File: config.mk
export PLATFORM = sky130hd
export DESIGN_NAME = hammer_multi
export DESIGN_NICKNAME = d
export VERILOG_FILES = /design/src/rtl/hammer_multi.sv
export SDC_FILE = /design/constraint.sdc
export NUM_CORES = 1
export LEC_CHECK = 0
export ABC_CLOCK_PERIOD_IN_PS = 6400
export BUFFER_PORTS_ARGS = -buffer_cell sky130_fd_sc_hd__buf_2
export CORE_MARGIN = 8
export CORE_UTILIZATION = 45
export DETAILED_ROUTE_END_ITERATION = 6
export HOLD_SLACK_MARGIN = 0.02
export MAX_ROUTING_LAYER = met4
export PLACE_DENSITY = 0.69
export SYNTH_ARGS = -nofsm -noshare
export SYNTH_HDL_FRONTEND = slang
export SYNTH_SLANG_ARGS = --single-unit
File: constraint.sdc
create_clock -name clk -period 6.4 [get_ports clk]
set_input_delay 0.64 -clock clk [delete_from_list [all_inputs] [get_ports clk]]
set_output_delay 0.64 -clock clk [all_outputs]
set_load 0.005 [all_outputs]
File: src/rtl/hammer_multi.sv
// Whack-a-mole hit detector: synchronises board switches, scores rising edges against
// up to NUM_MOLES mole slots and keeps saturating hit/miss counters and streaks.
module hammer_multi #(
   parameter int unsigned NUM_SWITCHES = 18,
   parameter int unsigned NUM_MOLES    = 2,
   parameter int unsigned POS_W        = 5,
   parameter int unsigned COUNT_W      = 12,
   parameter int unsigned STREAK_W     = 8
) (
   input  logic                         clk,
   input  logic                         reset,
   input  logic                         enable,
   input  logic                         clear,
   input  logic [NUM_SWITCHES-1:0]      switches,
   input  logic [NUM_MOLES*POS_W-1:0]   mole_positions,
   input  logic [NUM_MOLES-1:0]         mole_valid,
   output logic                         hit,
   output logic [NUM_MOLES-1:0]         hit_mask,
   output logic                         miss,
   output logic [COUNT_W-1:0]           hit_count,
   output logic [COUNT_W-1:0]           miss_count,
   output logic [STREAK_W-1:0]          streak,
   output logic [STREAK_W-1:0]          best_streak
);

   localparam int unsigned PC_W  = $clog2(NUM_MOLES + 1);
   localparam int unsigned HC_W  = COUNT_W + 1;
   localparam int unsigned STS_W = STREAK_W + 1;

   logic [NUM_SWITCHES-1:0]           s1, s2, prev;
   logic [NUM_SWITCHES-1:0]           rise_c, covered_c;
   logic [NUM_MOLES-1:0][POS_W-1:0]   pos_c, pos_q;
   logic [NUM_MOLES-1:0]              whacked, whacked_c;
   logic [NUM_MOLES-1:0]              hittable_c, hit_mask_c;
   logic                              miss_c;
   logic [PC_W-1:0]                   pc_c;
   logic [HC_W-1:0]                   hc_sum_c, mc_sum_c;
   logic [STS_W-1:0]                  st_sum_c;
   logic [COUNT_W-1:0]                hit_count_c, miss_count_c;
   logic [STREAK_W-1:0]               streak_c, best_c;

   assign pos_c  = mole_positions;
   assign rise_c = s2 & ~prev;

   // Hit/miss decode and next-state for whacked flags, counters and streaks
   always_comb begin
      covered_c  = '0;
      hittable_c = '0;
      hit_mask_c = '0;
      whacked_c  = '0;
      pc_c       = '0;
      for (int unsigned i = 0; i < NUM_MOLES; i++) begin
         logic sel;
         logic moved;
         sel           = 1'b0;
         hittable_c[i] = mole_valid[i] & ~whacked[i] & (32'(pos_c[i]) < NUM_SWITCHES);
         for (int unsigned j = 0; j < NUM_SWITCHES; j++) begin
            if (32'(pos_c[i]) == j) begin
               sel          = sel | rise_c[j];
               covered_c[j] = covered_c[j] | hittable_c[i];
            end
         end
         hit_mask_c[i] = enable & hittable_c[i] & sel;
         pc_c          = pc_c + PC_W'(hit_mask_c[i]);
         // A mole that went down or moved is a fresh target
         moved         = ~mole_valid[i] | (pos_c[i] != pos_q[i]);
         whacked_c[i]  = hit_mask_c[i] | (whacked[i] & ~moved);
      end
      miss_c = enable & (|(rise_c & ~covered_c));

      hc_sum_c    = {1'b0, hit_count} + HC_W'(pc_c);
      hit_count_c = hc_sum_c[COUNT_W] ? '1 : hc_sum_c[COUNT_W-1:0];
      mc_sum_c    = {1'b0, miss_count} + HC_W'(miss_c);
      miss_count_c = mc_sum_c[COUNT_W] ? '1 : mc_sum_c[COUNT_W-1:0];

      st_sum_c = {1'b0, streak} + STS_W'(pc_c);
      if (miss_c)
         streak_c = '0;
      else
         streak_c = st_sum_c[STREAK_W] ? '1 : st_sum_c[STREAK_W-1:0];
      best_c = (streak_c > best_streak) ? streak_c : best_streak;
   end

   // Synchroniser and edge-detect history; never affected by clear or enable
   always_ff @(posedge clk or negedge reset) begin
      if (!reset) begin
         s1    <= '0;
         s2    <= '0;
         prev  <= '0;
         pos_q <= '0;
      end else begin
         s1    <= switches;
         s2    <= s1;
         prev  <= s2;
         pos_q <= pos_c;
      end
   end

   // Scoring state and registered outputs
   always_ff @(posedge clk or negedge reset) begin
      if (!reset) begin
         whacked     <= '0;
         hit         <= 1'b0;
         hit_mask    <= '0;
         miss        <= 1'b0;
         hit_count   <= '0;
         miss_count  <= '0;
         streak      <= '0;
         best_streak <= '0;
      end else if (clear) begin
         whacked     <= '0;
         hit         <= 1'b0;
         hit_mask    <= '0;
         miss        <= 1'b0;
         hit_count   <= '0;
         miss_count  <= '0;
         streak      <= '0;
         best_streak <= '0;
      end else begin
         whacked     <= whacked_c;
         hit         <= |hit_mask_c;
         hit_mask    <= hit_mask_c;
         miss        <= miss_c;
         hit_count   <= hit_count_c;
         miss_count  <= miss_count_c;
         streak      <= streak_c;
         best_streak <= best_c;
      end
   end

endmodule
==> flow_metrics.py, run 1 <==
metrics = {
    "logic_synthesis": {
        "syn_nets": 538,
        "postSynthAreaPerCell_um2": 10.93,
        "synth_top_family_by_area": "simple AND/OR/NAND/NOR gates",
        "synth-simple-area-share_pct": 18.35,
        "synthMuxAreaShare_pct": 1.719,
        "synth_fa_ha_area_share_pct": 4.522,
        "yosys.cell_types.count": 68,
        "ys_top_cells_by_area": "dfrtp_1, ha_1, xnor2_1",
        "syn_inst": 486,
        "synth_xor_xnor_area_share_pct": 3.957,
        "synth_edf_count": 0,
        "synth_compound_area_share_pct": 15.43,
        "yosysTopAreaCell": "dfrtp_1",
        "ys_seq_elements": 110,
        "yosysSeqAreaShare_pct": 51.81,
        "synthArstFlopShare_pct": 100.0,
        "yosysWarnings": 0,
        "synthDominantCellAreaShare_pct": 51.81,
        "syn_area_um2": 5313,
        "ys.flop_type": "dfrtp_1",
    },
    "worst_setup_path": {
        "crit_path_end_kind": "flip-flop",
        "worstPathBufferInverterCount": 4,
        "critPathKind": "in2reg",
        "crit_slowest_cell": "o2111ai_1",
        "cp_cell_sequence": "buf_2 > nor3b_2 > a32oi_1 > o21ai_0 > a221o_1 > o2111ai_1 > inv_1 > ha_1 > ha_1 > inv_1 > fa_1 > inv_1 > and3_1 > nand3_1 > o21a_1 > nor2b_1 > ha_1 > and4_1 > a221o_1 > a211oi_1 > o21bai_1 > o32ai_1",
        "crit_arrival_ns": 5.53,
        "critPathMaxFanout": 14,
        "start_kind": "input port",
        "worstPathRequired_ns": 6.65,
        "max_stage_delay_ns": 0.44,
        "path_delay_family": "compound AO/OA/AOI/OAI gates",
    },
    "cells_and_area": {
        "diodes": 0,
        "drive_above_1_share_pct": 20.18,
        "layout.nets": 602,
        "areaGrowthSynthToFinish_pct": 14.06,
    },
    "timing": {
        "max_freq_mhz": 189.4,
        "slew_headroom_pct": 41.93,
        "finalMaxSlewViolations": 0,
        "finalSetupTns_ns": 0,
        "finalClockSkew_ns": 0.01180,
        "fin_crit_sh_pct": 82.50,
        "setup_viol": 0,
        "worst_slew_pin_slew_ns": 0.8688,
        "rsz0062_at_grt": "false",
        "finalHoldViolCount": 0,
        "period_minus_slack_ns": 5.280,
        "hold_slack_ns": 0.3085,
    },
    "clock_network": {
        "postCtsSetupBuffers": 0,
        "hold_buffers": 0,
        "clk_latency_ns": 0.35,
        "cts_buffer_depth": 2,
        "cts_tree": "built",
        "numCtsBuffers": 9,
        "clkTransAtPathRegs_ns": 0.08,
        "cts.sinks": 110,
        "cts_max_level": 3,
        "cts_resized": 0,
        "root_buffer": "clkbuf_16",
    },
    "floorplanning": {
        "io_pins": 78,
        "die_x_um": 124.7,
        "die_y_um": 124.7,
        "rows": 39,
        "initial_core_util_pct": 46.33,
        "core_area_um2": 11470,
        "dieArea_um2": 15540,
    },
    "detailed_routing": {
        "routed_wl_um": 12440,
        "post_drt_wl_per_cell_um": 17.82,
        "num_vias": 3979,
        "drc_errors": 0,
        "antenna_left": 0,
        "dr.pass1.iters": 5,
        "vias_per_cell": 5.701,
        "drtIter0Drc": 365,
    },
    "job": {
        "maxCapViolations": 0,
    },
    "place": {
        "port-buffer-count": 77,
        "routabilityCongestion": 0.9113,
        "dpl.hpwl_um": 9070,
    },
    "global_routing": {
        "track_usage_pct": 16.52,
        "grt_max_degree": 60,
        "overflow": 0,
        "grt_pass1_wl_um": 20440,
        "grt_pass1_vias": 3913,
        "antenna_found_initial": 0,
    },
    "hold_path": {
        "hp-class": "in2async",
    },
    "power_and_ir_drop": {
        "power_leakage_nw": 2.716,
        "ir_drop_uv": 219.1,
        "p_total_mw": 1.383,
        "power_density_nw_per_um2": 228.2,
    },
    "outcome": {
        "status": "completed",
    },
}
[cells in the mapped netlist (10+ instances only)]
| master | n |
|---|---|
| ha_1 | 16 |
| o21ai_0 | 11 |
| nor3_1 | 10 |
| nand3_1 | 18 |
| nor2b_1 | 10 |
| xnor2_1 | 20 |
| nand2_1 | 11 |
| inv_1 | 28 |
| nor2_1 | 29 |
| dfrtp_1 | 110 |
| clkbuf_1 | 16 |
| a21oi_1 | 34 |
| nand2b_1 | 19 |
[final timing paths]
| check | startpoint | endpoint | slack [ns] | cells past startpoint |
|---|---|---|---|---|
| min in group clk | s1[3]$_DFF_PN0_ | s2[3]$_DFF_PN0_ | 0.34 | 0 |
| min | reset | s2[7]$_DFF_PN0_ | 0.31 | 1 |
| max in group asynchronous | reset | s1[12]$_DFF_PN0_ | 4.91 | 2 |
| min reg2reg | s1[3]$_DFF_PN0_ | s2[3]$_DFF_PN0_ | 0.34 | 0 |
| max | mole_positions[0] | best_streak[4]$_DFFE_PN0P_ | 1.12 | 22 |
| max reg2reg | s2[17]$_DFF_PN0_ | best_streak[4]$_DFFE_PN0P_ | 1.26 | 21 |
[registers in the layout (all words and copies together) (netlist names)]
signal and cells:
hit_count 12, streak 8, pos_q 10, prev 18, best_streak 8, s1 18, whacked 2, s2 18
hit 1, hit_mask 2, miss_count 12, miss 1
[layout by cell type (no fill, tap or decap), types with 11 or more instances in the layout]
master,instances
o21ai_0,11
nand3_1,18
xnor2_1,20
nand2b_1,19
nand2_1,11
nor2_1,29
dfrtp_1,110
inv_1,28
ha_1,16
buf_2,76
a21oi_1,34
[layout make-up]
class | instances | area, um2
clock inverter | 6 | 62.56
tap | 143 | 178.9
timing repair buffer | 78 | 395.4
fill | 1017 | 5408
inverter | 28 | 105.1
multi-input combinational | 323 | 2336
clock buffer | 10 | 229.0
sequential | 110 | 2753
[metal layers]
metal,vias to the layer above,track usage [%],routed length (um)
met2,109,23.99,5591
met3,15,4.000,681
li1,1894,-,-
met5,-,-,0
met1,1961,22.05,5971
met4,0,5.741,193
[per-stage QoR]
stage                     setup slack [ns]  cell area, um2  instances  util (%)
after floorplan                      1.123            5313        486         -
after global placement               1.050            5768        682     50.30
after detailed placement            0.8415            5768        682     50.30
after CTS                            1.176            6060        698     52.84
after global routing                0.8013            6060        698     52.84
final                                1.120            6060        698     52.84
[worst register-to-register path, stage by stage, from the launching register on]
cell       delay, ns
dfrtp_1         0.39
nand2b_1        0.21
mux2i_1         0.12
a32o_1          0.27
a221o_1         0.26
o2111ai_1       0.46
inv_1           0.10
ha_1            0.32
ha_1            0.17
inv_1           0.05
fa_1            0.40
inv_1           0.14
and3_1          0.19
nand3_1         0.08
o21a_1          0.12
nor2b_1         0.14
ha_1            0.33
and4_1          0.20
a221o_1         0.31
a211oi_1        0.29
o21bai_1        0.28
o32ai_1         0.21
[power by group]
group	internal, mW	switching (mW)	total, mW	leakage, nW
registers	0.717	0.0114	0.729	1.39
logic	0.0411	0.0735	0.115	1.19
clock network	0.275	0.264	0.539	0.143
[cell families after synthesis]
kind of cell	count (synthesis)
buffers and inverters	53
xor gates and xnor gates	24
and+or+nand+nor	158
DFF	110
adders and majority gates	18
muxes	9
AOI/OAI and AO/OA	114
No activity file was read; power rests on OpenSTA's default activity.
==> inputs of run 2 (changes only) <==
- ABC_CLOCK_PERIOD_IN_PS: 6400 -> 5100
- clock period: 6.4 -> 5.1 ns (I/O delays scaled with it)
==> flow_metrics.py, run 2 (same netlist as run 1, synthesis figures left out) <==
metrics = {
    "clock_network": {
        "hold_buffers": 0,
        "cts_buffer_depth": 2,
        "cts_tree": "built",
        "clk_latency_ns": 0.36,
        "cts_resized": 0,
        "postCtsSetupBuffers": 0,
        "root_buffer": "clkbuf_16",
        "cts_max_level": 3,
        "cts.sinks": 110,
        "numCtsBuffers": 9,
        "clkTransAtPathRegs_ns": 0.07,
    },
    "worst_setup_path": {
        "crit_path_end_kind": "flip-flop",
        "r2r_cells": 21,
        "timing.rr.start": "s2[13]$_DFF_PN0_",
        "critPathKind": "reg2reg",
        "critPathMaxFanout": 8,
        "rrSetupSlack_ns": 0.31,
        "r2r-end": "best_streak[6]$_DFFE_PN0P_",
        "worstPathRequired_ns": 5.32,
        "crit_arrival_ns": 5.00,
        "start_kind": "flip-flop",
    },
    "floorplanning": {
        "rows": 39,
        "die_y_um": 124.7,
        "dieArea_um2": 15540,
        "die_x_um": 124.7,
        "core_area_um2": 11470,
        "initial_core_util_pct": 46.33,
        "io_pins": 78,
    },
    "detailed_routing": {
        "vias_per_cell": 5.690,
        "routed_wl_um": 12810,
        "drc_errors": 0,
        "drtIter0Drc": 466,
        "antenna_left": 0,
        "dr.pass1.iters": 4,
        "num_vias": 4051,
        "post_drt_wl_per_cell_um": 17.99,
    },
    "global_routing": {
        "grt_pass1_wl_um": 21220,
        "antenna_found_initial": 0,
        "grt_max_degree": 63,
        "overflow": 0,
        "track_usage_pct": 17.20,
        "grt_pass1_vias": 4033,
    },
    "cells_and_area": {
        "mostFrequentLayoutCells": "dfrtp_1, buf_2, a21oi_1",
        "areaGrowthSynthToFinish_pct": 16.16,
        "top_regs": "prev (18), s1 (18), s2 (18)",
        "diodes": 0,
        "fillers": 999,
        "layout.nets": 616,
        "mostFrequentLayoutCell": "dfrtp_1",
        "fin_cells": 712,
        "fin_area_um2": 6171,
        "drive_above_1_share_pct": 22.67,
    },
    "timing": {
        "finalHoldViolCount": 0,
        "worst_slew_pin_slew_ns": 0.7654,
        "period_minus_slack_ns": 4.789,
        "rsz0062_at_grt": "false",
        "max_freq_mhz": 208.8,
        "finalClockSkew_ns": 0.007091,
        "finalMaxSlewViolations": 0,
        "slew_headroom_pct": 48.97,
        "hold_slack_ns": 0.2289,
        "setup_ws_ns": 0.3115,
        "fin_crit_sh_pct": 93.89,
        "setup_viol": 0,
    },
    "outcome": {
        "status": "completed",
    },
    "place": {
        "dpl.hpwl_um": 9446,
        "dpl_cell_area_um2": 5873,
        "routabilityCongestion": 0.8901,
        "port-buffer-count": 77,
        "placed_cells": 696,
        "dp_slack_ns": -0.05513,
    },
    "power_and_ir_drop": {
        "power_density_nw_per_um2": 283.8,
        "power_leakage_nw": 2.790,
        "ir_drop_uv": 236.0,
    },
    "job": {
        "maxCapViolations": 0,
    },
    "hold_path": {
        "hp-class": "in2async",
    },
}
[run 2: how the worst max path moves through the flow]
stage                                 endpoint  slack, ns         startpoint
floorplan           best_streak[0]$_DFFE_PN0P_       0.05  mole_positions[2]
global placement    best_streak[7]$_DFFE_PN0P_       0.14  mole_positions[2]
detailed placement  best_streak[6]$_DFFE_PN0P_      -0.06  mole_positions[2]
CTS                 best_streak[6]$_DFFE_PN0P_       0.24   s2[13]$_DFF_PN0_
global route        best_streak[6]$_DFFE_PN0P_      0.008   s2[13]$_DFF_PN0_
finish              best_streak[6]$_DFFE_PN0P_       0.31   s2[13]$_DFF_PN0_
[run 2: final cells by class]
class | count | area (um2) | share of cell area, %
clock buffer | 9 | 225.2 | 3.650
clock inverter | 7 | 63.81 | 1.034
inverter | 28 | 105.1 | 1.703
multi-input combinational | 323 | 2345 | 38.00
sequential | 110 | 2753 | 44.61
tap | 143 | 178.9 | 2.899
timing repair buffer | 92 | 500.5 | 8.110
[run 2: metrics by stage]
stage	TNS [ns]	power, mW	util [%]
floorplan	0	1.016	-
global placement	0	1.081	51.22
detailed placement	-0.2077	1.083	51.22
CTS	0	1.774	53.74
global route	0	1.826	53.81
finish	0	1.751	53.81
[run 2: worst max-delay path: stages (launching register included)]
cell and delay [ns]:
dfrtp_1 0.39, nor2b_1 0.19, a32oi_1 0.21, o21ai_0 0.11, a221o_1 0.37, o2111ai_1 0.25, inv_1 0.07, ha_1 0.31
ha_1 0.17, inv_1 0.05, fa_1 0.40, inv_1 0.09, and3_1 0.17, nand3_1 0.08, o21a_1 0.12, nor2b_1 0.14
ha_1 0.32, and4_1 0.21, a221o_1 0.35, a211oi_2 0.28, or2_2 0.25, o32ai_1 0.10
[run 2: power by group]
part	switching, mW	internal [mW]
clock network	0.342	0.344
registers	0.0143	0.900
logic	0.0954	0.0562
[run 2: per-layer routing]
layer | GRT usage [%] | share of wire (%) | vias to the layer above
met5 | - | 0 | -
met4 | 7.016 | 1.6 | 0
met3 | 3.319 | 5.7 | 17
met2 | 24.97 | 45 | 120
met1 | 23.12 | 48 | 1997
li1 | - | - | 1917
==> inputs of run 3 (changes only) <==
- ABC_CLOCK_PERIOD_IN_PS: 5100 -> 4370
- PLACE_DENSITY: 0.69 -> 0.72
- clock period: 5.1 -> 4.37 ns (I/O delays scaled with it)
==> flow_metrics.py, run 3 (same netlist as run 1, synthesis figures left out) <==
metrics = {
    "power_and_ir_drop": {
        "ir_drop_uv": 255.7,
        "comb_power_share_pct": 10.8,
        "power_density_nw_per_um2": 304.0,
        "p_int_mw": 1.549,
        "p_sw_mw": 0.5011,
        "power_leakage_nw": 3.041,
        "power.share.clock_pct": 37.1,
        "p_total_mw": 2.050,
        "seqPwrFrac_pct": 52.1,
        "p_sw_share_pct": 24.44,
    },
    "place": {
        "dp_slack_ns": -0.3794,
        "port-buffer-count": 77,
        "routabilityCongestion": 0.8940,
        "placed_cells": 741,
        "dpl.hpwl_um": 10390,
    },
    "cells_and_area": {
        "drive_above_1_share_pct": 32.90,
        "layout.nets": 667,
        "areaGrowthSynthToFinish_pct": 26.94,
        "fin_cells": 763,
        "final_core_util_pct": 58.81,
        "diodes": 0,
        "mostFrequentLayoutCells": "dfrtp_1, buf_2, buf_4",
        "fillers": 958,
        "mostFrequentLayoutCell": "dfrtp_1",
        "top_regs": "prev (18), s1 (18), s2 (18)",
    },
    "worst_setup_path": {
        "start_kind": "flip-flop",
        "r2r-end": "best_streak[2]$_DFFE_PN0P_",
        "timing.rr.start": "s2[0]$_DFF_PN0_",
        "crit_arrival_ns": 4.61,
        "critPathKind": "reg2reg",
        "worstPathRequired_ns": 4.59,
        "rrSetupSlack_ns": -0.01,
        "r2r_cells": 21,
        "crit_path_end_kind": "flip-flop",
        "critPathMaxFanout": 8,
    },
    "clock_network": {
        "cts_buffer_depth": 2,
        "numCtsBuffers": 9,
        "clkTransAtPathRegs_ns": 0.07,
        "root_buffer": "clkbuf_16",
        "cts_max_level": 3,
        "cts.sinks": 110,
        "cts_tree": "built",
        "clk_latency_ns": 0.36,
    },
    "global_routing": {
        "grt_pass1_vias": 4338,
        "track_usage_pct": 18.73,
        "antenna_found_initial": 0,
        "overflow": 0,
        "met3_usage_pct": 3.957,
        "use_met2_pct": 26.86,
        "grtUsageMet1_pct": 25.43,
        "grt_pass1_wl_um": 22850,
        "grt_max_degree": 47,
        "grt_most_used_layer": "met2",
    },
    "detailed_routing": {
        "post_drt_wl_per_cell_um": 18.31,
        "antenna_left": 0,
        "drtIter0Drc": 276,
        "drc_errors": 0,
        "vias_per_cell": 5.602,
        "dr.pass1.iters": 4,
        "routed_wl_um": 13970,
        "num_vias": 4274,
    },
    "job": {
        "maxCapViolations": 0,
    },
    "timing": {
        "finalClockSkew_ns": 0.003620,
        "setup_viol": 1,
        "fin_crit_sh_pct": 100.3,
        "period_minus_slack_ns": 4.384,
        "finalMaxSlewViolations": 0,
        "slew_headroom_pct": 47.76,
        "finalHoldViolCount": 0,
        "setup_ws_ns": -0.01445,
        "rsz0062_at_grt": "true",
        "finalSetupTns_ns": -0.01445,
        "max_freq_mhz": 228.1,
        "worst_slew_pin_slew_ns": 0.7817,
    },
    "outcome": {
        "violations": "negative setup slack",
        "status": "complete, but fails checks",
    },
    "floorplanning": {
        "rows": 39,
        "die_y_um": 124.7,
        "io_pins": 78,
        "initial_core_util_pct": 46.33,
        "dieArea_um2": 15540,
        "die_x_um": 124.7,
        "core_area_um2": 11470,
    },
    "hold_path": {
        "hold_depth": 1,
        "hp-start": "switches[16]",
        "hold-path-endpoint": "s1[16]$_DFF_PN0_",
        "hp-class": "in2reg",
    },
}
run 3: cell types whose count changed in the layout (fill, tap and decap cells not counted), sizes merged:
cell,previous run,this run
buf,92,142
clkinv,2,1
clkbuf,9,13
inv,32,28
clkinvlp,1,2
dlygate4sd3,0,1
run 3: critical path, cell delays in order, from the launching register on:
cell and delay [ns]:
dfrtp_1 0.42, or4b_4 0.22, o21ai_2 0.04, a32o_1 0.20, a221o_1 0.28, o2111ai_2 0.24, inv_2 0.07, ha_4 0.28
ha_4 0.13, inv_2 0.03, fa_2 0.38, inv_2 0.08, and3_4 0.18, nand3_2 0.07, o21a_1 0.13, nor2b_4 0.13
ha_4 0.20, a21o_1 0.17, a221o_1 0.35, a211oi_4 0.28, or2_4 0.26, o32ai_2 0.11
run 3: metrics by stage:
stage	instance area, um2	hold WS, ns
final	6744	0.1811
after global routing	6744	0.1692
after CTS	6666	0.1686
after detailed placement	6296	0.3347
after global placement	6296	0.3328
after floorplan	5455	0.1414
run 3: layout make-up:
| type | count | area, um2 | share of cell area, % |
|---|---|---|---|
| Clock inverter | 3 | 20.02 | 0.2968 |
| Tap cell | 143 | 178.9 | 2.653 |
| Sequential cell | 110 | 2753 | 40.82 |
| Timing Repair Buffer | 143 | 898.4 | 13.32 |
| Multi-Input combinational cell | 323 | 2539 | 37.64 |
| Inverter | 28 | 105.1 | 1.558 |
| Clock buffer | 13 | 250.2 | 3.711 |
run 3: repair_timing:
item | 4_1_cts | 5_1_grt
endpoints found under the setup margin | 8 | 8
buffers inserted | 1 | 4
gates resized for setup | 15 | 12
endpoints found under the hold margin | 22 | 0
hold buffers | 1 | 0
pin swaps | 12 | 2
run 3: worst max path at each step:
stage / startpoint / cells after the start / endpoint / slack, ns
detailed placement: mole_positions[0] / 22 / best_streak[0]$_DFFE_PN0P_ / -0.38
CTS: s2[0]$_DFF_PN0_ / 21 / best_streak[2]$_DFFE_PN0P_ / -0.01
floorplan: mole_positions[2] / 24 / best_streak[0]$_DFFE_PN0P_ / -0.08
global placement: mole_positions[0] / 22 / best_streak[1]$_DFFE_PN0P_ / -0.25
finish: s2[0]$_DFF_PN0_ / 21 / best_streak[2]$_DFFE_PN0P_ / -0.01
global route: s2[13]$_DFF_PN0_ / 21 / best_streak[2]$_DFFE_PN0P_ / -0.18
run 3: power groups by stage:
stage	logic, mW	registers, mW	clock network [mW]
2_1_floorplan	0.113	1.08	0
3_3_place_gp	0.209	1.09	0
3_5_place_dp	0.212	1.09	0
4_1_cts	0.218	1.07	0.784
5_1_grt	0.242	1.07	0.821
6_report	0.221	1.07	0.760
run 3: routing by layer:
metal	share of wire [%]	wire (um)
met3	4.2	581
met5	0	0
met4	1.9	259
met1	49	6812
met2	45	6317
